`src/rtl/imem_loader.sv`:
```
// ============================================================================
// imem_loader : boot-time byte-stream to instruction-memory writer; holds the
//               core until a header-counted, big-endian word image is written.
// Revision    : 1.0
// ============================================================================
`default_nettype none

module imem_loader #(
   parameter int ADDR_W = 10,
   parameter int DEPTH  = 1024
) (
   input  logic              clk,
   input  logic              rstn,
   input  logic              byte_valid,
   input  logic [7:0]        byte_data,
   output logic              byte_ready,
   input  logic              restart,
   output logic              imem_we,
   output logic [ADDR_W-1:0] imem_addr,
   output logic [31:0]       imem_wdata,
   output logic              core_run,
   output logic              load_done,
   output logic              load_err
);

   localparam int          c_WC_W  = ADDR_W + 1;
   localparam logic [31:0] c_DEPTH = 32'(DEPTH);

   typedef enum logic [1:0] {
      S_HDR  = 2'd0,
      S_DATA = 2'd1,
      S_DONE = 2'd2,
      S_ERR  = 2'd3
   } state_t;

   state_t              r_state;
   logic [1:0]          r_byte_cnt;
   logic [c_WC_W-1:0]   r_word_cnt;
   logic [31:0]         r_count;
   logic [23:0]         r_word;

   logic                w_xfer;
   logic [31:0]         w_count_next;
   logic [31:0]         w_word_next;
   logic [c_WC_W-1:0]   w_word_inc;

   assign w_xfer       = byte_valid && byte_ready;
   assign w_count_next = {r_count[23:0], byte_data};
   assign w_word_next  = {r_word, byte_data};
   assign w_word_inc   = r_word_cnt + c_WC_W'(1);

   always_ff @(posedge clk or negedge rstn) begin
      if (!rstn) begin
         r_state    <= S_HDR;
         r_byte_cnt <= 2'd0;
         r_word_cnt <= '0;
         r_count    <= 32'd0;
         r_word     <= 24'd0;
         byte_ready <= 1'b0;
         imem_we    <= 1'b0;
         imem_addr  <= '0;
         imem_wdata <= 32'd0;
         core_run   <= 1'b0;
         load_done  <= 1'b0;
         load_err   <= 1'b0;
      end else begin
         imem_we <= 1'b0;
         // restart outranks any byte offered in the same cycle
         if (restart) begin
            r_state    <= S_HDR;
            r_byte_cnt <= 2'd0;
            r_word_cnt <= '0;
            r_count    <= 32'd0;
            r_word     <= 24'd0;
            byte_ready <= 1'b1;
            core_run   <= 1'b0;
            load_done  <= 1'b0;
            load_err   <= 1'b0;
         end else begin
            case (r_state)
               S_HDR: begin
                  byte_ready <= 1'b1;
                  if (w_xfer) begin
                     r_count    <= w_count_next;
                     r_byte_cnt <= r_byte_cnt + 2'd1;
                     if (r_byte_cnt == 2'd3) begin
                        if (w_count_next == 32'd0) begin
                           r_state    <= S_DONE;
                           byte_ready <= 1'b0;
                           core_run   <= 1'b1;
                           load_done  <= 1'b1;
                        end else if (w_count_next > c_DEPTH) begin
                           r_state    <= S_ERR;
                           byte_ready <= 1'b0;
                           load_err   <= 1'b1;
                        end else begin
                           r_state <= S_DATA;
                        end
                     end
                  end
               end
               S_DATA: begin
                  byte_ready <= 1'b1;
                  if (w_xfer) begin
                     r_word     <= w_word_next[23:0];
                     r_byte_cnt <= r_byte_cnt + 2'd1;
                     if (r_byte_cnt == 2'd3) begin
                        imem_we    <= 1'b1;
                        imem_addr  <= r_word_cnt[ADDR_W-1:0];
                        imem_wdata <= w_word_next;
                        r_word_cnt <= w_word_inc;
                        // core release waits one cycle in DONE so it follows the final write
                        if (32'(w_word_inc) == r_count) begin
                           r_state    <= S_DONE;
                           byte_ready <= 1'b0;
                        end
                     end
                  end
               end
               S_DONE: begin
                  byte_ready <= 1'b0;
                  core_run   <= 1'b1;
                  load_done  <= 1'b1;
               end
               S_ERR: begin
                  byte_ready <= 1'b0;
                  core_run   <= 1'b0;
                  load_err   <= 1'b1;
               end
               default: r_state <= S_HDR;
            endcase
         end
      end
   end

endmodule

`default_nettype wire

```
`config.mk`:
```
export PLATFORM = sky130hd
export DESIGN_NAME = imem_loader
export DESIGN_NICKNAME = d
export VERILOG_FILES = /design/src/rtl/imem_loader.sv
export SDC_FILE = /design/constraint.sdc
export NUM_CORES = 1
export LEC_CHECK = 0
export BUFFER_PORTS_ARGS = -buffer_cell sky130_fd_sc_hd__buf_2
export CORE_UTILIZATION = 44
export CTS_BUF_LIST = sky130_fd_sc_hd__clkbuf_4 sky130_fd_sc_hd__clkbuf_8 sky130_fd_sc_hd__clkbuf_16
export DETAILED_ROUTE_END_ITERATION = 7
export GPL_TIMING_DRIVEN = 0
export MAX_ROUTING_LAYER = met4
export PLACE_DENSITY = 0.71
export SLEW_MARGIN = 5
export SYNTH_ARGS = -nofsm -noshare
export SYNTH_HDL_FRONTEND = slang
export SYNTH_SLANG_ARGS = --single-unit
export TNS_END_PERCENT = 1
```
`constraint.sdc`:
```
create_clock -name clk -period 2.1 [get_ports clk]
set_input_delay 0.21 -clock clk [delete_from_list [all_inputs] [get_ports clk]]
set_output_delay 0.21 -clock clk [all_outputs]
set_load 0.02 [all_outputs]
```
==> metrics.cfg <==
[synthesis]
synth_area_sq_um=5030
synth_xor_area_share_pct=3.134
yosysWarnings=0
synth_compound_area_share_pct=11.67
synthesis.nets=456
syn_area_per_cell_sq_um=11.38
ys_ff_latch=118
synth_mux_area_share_pct=9.602
synth-edff-count=0
synth_top_family_by_area=simple AND/OR/NAND/NOR gates
ys_async_sr_fraction_pct=100.0
synth_flop_cell=dfrtp_1
seq_area_frac_synth_pct=58.71
synth_fa_ha_area_share_pct=0.4975
synth_cell_types=50
syn_inst=442
synthSimpleGateAreaFrac_pct=13.46

[critical_path]
worst-path-max-fanout=7
worstPathArrival_ns=2.41
startpoint_type=flop
critPathCaptureType=flop
rrSetupSlack_ns=-0.02
crit_type=flop to flop
worstPathRequired_ns=2.39

[place]
portBuffers=58
post-place-ws_ns=-0.3313
dp_hpwl_microns=7725
place_congestion=0.8147
dpl-instance-area_sq_um=5529

[final_layout]
seqCellArea_sq_um=2954
syn_to_final_growth_pct=25.35
fillers=920
n_antenna_cell=0
fin_nets=535
post-route-util_pct=57.40
multi_input_area_sq_um=2027
drive_above_1_share_pct=30.83
design_area_sq_um=6305

[global_routing]
grt_max_degree=80
groute.usage.overall_pct=21.99
grt_pass1_vias=3773
grt_antenna_before_repair=0
grt_pass1_wl_microns=18910
gr-total-overflow=0

[timing]
layout_setup_ws_ns=-0.01845
drv_slew=0
hold_viol=0
relSlewSlack_pct=66.78
fin_crit_sh_pct=100.9
fmax_mhz=472.0
setup_viol=2
grt_setup_unrepaired=yes
fin_crit_ns=2.118
clock_skew_ns=0.008897
worst_slew_pin_slew_ns=0.4983
holdWs_ns=0.07114

[floorplanning]
die_h_microns=108.9
die_w_microns=108.9
initial_utilization_pct=45.80
rows=38
dieArea_sq_um=11860
ios=59
core_sq_um=10980

[detailed_routing]
vias=3721
drt_pre_antenna_iters=4
drtAntennaViolNets=0
post_drt_wl_per_cell_microns=17.14
viasPerCell=5.537
drc=0
drt-initial-drc-count=149
totalWireLength_microns=11520

[cts]
cts_root_buffer=clkbuf_16
clkTransAtPathRegs_ns=0.05
cts_sinks=118
cts_tree=done
ctsHtreeMaxLevel=4
clock_latency_ns=0.41
cts_made_buffers=17
clk_path_buf_depth=2

[pwr]
vdd_drop_max_v=0.0005637
p_per_area_nw_per_um2=926.0
p_leak_nw=3.043

[run]
maxCapViolCount=0

[run_status]
status=finished with violations
violations=negative setup slack

[hold_path]
hp-class=input port to flop

-- state kept, by name (all words and copies together), names as in the netlist --
name and flops:
r_byte_cnt 2, imem_we 1, imem_wdata 32, r_state 2, load_err 1, imem_addr 10
r_word 24, core_run 1, byte_ready 1, r_word_cnt 11, load_done 1, r_count 32
-- metal layers --
layer  global-route usage (%)  up-vias  routed length, microns
met5                        -        -                       0
met4                    8.108        0                     212
met3                    5.738       22                     586
met2                    32.93      100                    5495
met1                    28.78     1869                    5222
li1                         -     1730                       -
-- path summary, 6_finish.rpt --
kind	from	to	depth (start not counted)
min	byte_data[4]	imem_wdata[4]	2
max in group asynchronous	rstn	r_byte_cnt[0]	3
min reg2reg	r_word[22]	r_word[22]	2
max	r_word_cnt[0]	byte_ready	7
max reg2reg	r_word_cnt[0]	byte_ready	7
min in group asynchronous	rstn	r_count[30]	2
-- report_power, final --
| group | internal (mW) | switching (mW) |
|---|---|---|
| logic | 0.102 | 0.194 |
| clock network | 2.16 | 0.982 |
| registers | 2.34 | 0.0639 |
-- worst max-delay path, cell delays in order (launching register included) --
cell       delay, ns
dfrtp_2         0.48
ha_4            0.27
xor2_1          0.15
nor3_2          0.16
nand4b_1        0.14
a221oi_2        0.22
o2111ai_2       0.20
o32a_1          0.37
-- cells by family (layout without fill, tap and decap cells) --
family	after synthesis	count (layout)
xor gates and xnor gates	18	18
muxes	43	43
buffers and inverters	32	122
DFF	118	118
and+or+nand+nor	139	139
adders and majority gates	2	2
AOI/OAI and AO/OA	90	90
-- metrics by stage --
stage                     std cells  power (mW)  setup TNS, ns
after detailed placement        641       2.719         -14.71
after floorplan                 442       2.579              0
after global routing            672       6.020        -0.6237
final                           672       5.838       -0.03508
after CTS                       672       5.856        -0.1459
after global placement          640       2.698         -70.91
-- what timing repair did --
item                                    4_1_cts  5_1_grt
hold buffers                                  1        0
endpoints found under the setup margin       87       88
setup buffers                                 1        0
pin swaps                                     5        1
gates resized for setup                      21        9
endpoints found under the hold margin        39        0
-- synth_stat cells (all sizes together), types with 6 or more instances --
library cell,n,area share [%]
xnor2,11,1.9
a22o,24,4.2
nor3,9,0.90
a21oi,14,1.4
nor4,9,1.1
nand2,66,5.0
dfrtp,118,59
o21ai,39,3.9
clkbuf,18,1.3
nand2b,7,0.87
xor2,7,1.2
mux2,42,9.4
buf,10,1.3
nand3,6,0.60
or3,7,0.87
nor2,19,1.6
-- final cells by class --
| cell class | instances | share of cell area, % |
|---|---|---|
| Inverter | 4 | 0.2381 |
| Clock inverter | 9 | 2.798 |
| Buffer | 27 | 2.441 |
| Timing Repair Buffer | 61 | 5.418 |
| Sequential cell | 118 | 46.85 |
| Multi-Input combinational cell | 292 | 32.15 |
| Tap cell | 140 | 2.778 |
| Clock buffer | 21 | 7.323 |
-- cell usage in the layout, fill, tap and decap left out, types with 11 or more instances in the layout --
cell and instances:
nand2_1 65, clkbuf_1 13, clkbuf_16 17, mux2_2 41, o21ai_0 39, xnor2_1 11
nor2_1 18, buf_2 59, dfrtp_1 117, a22o_1 24, a21oi_1 13
Note: power is estimated with default switching activity, not from simulation.
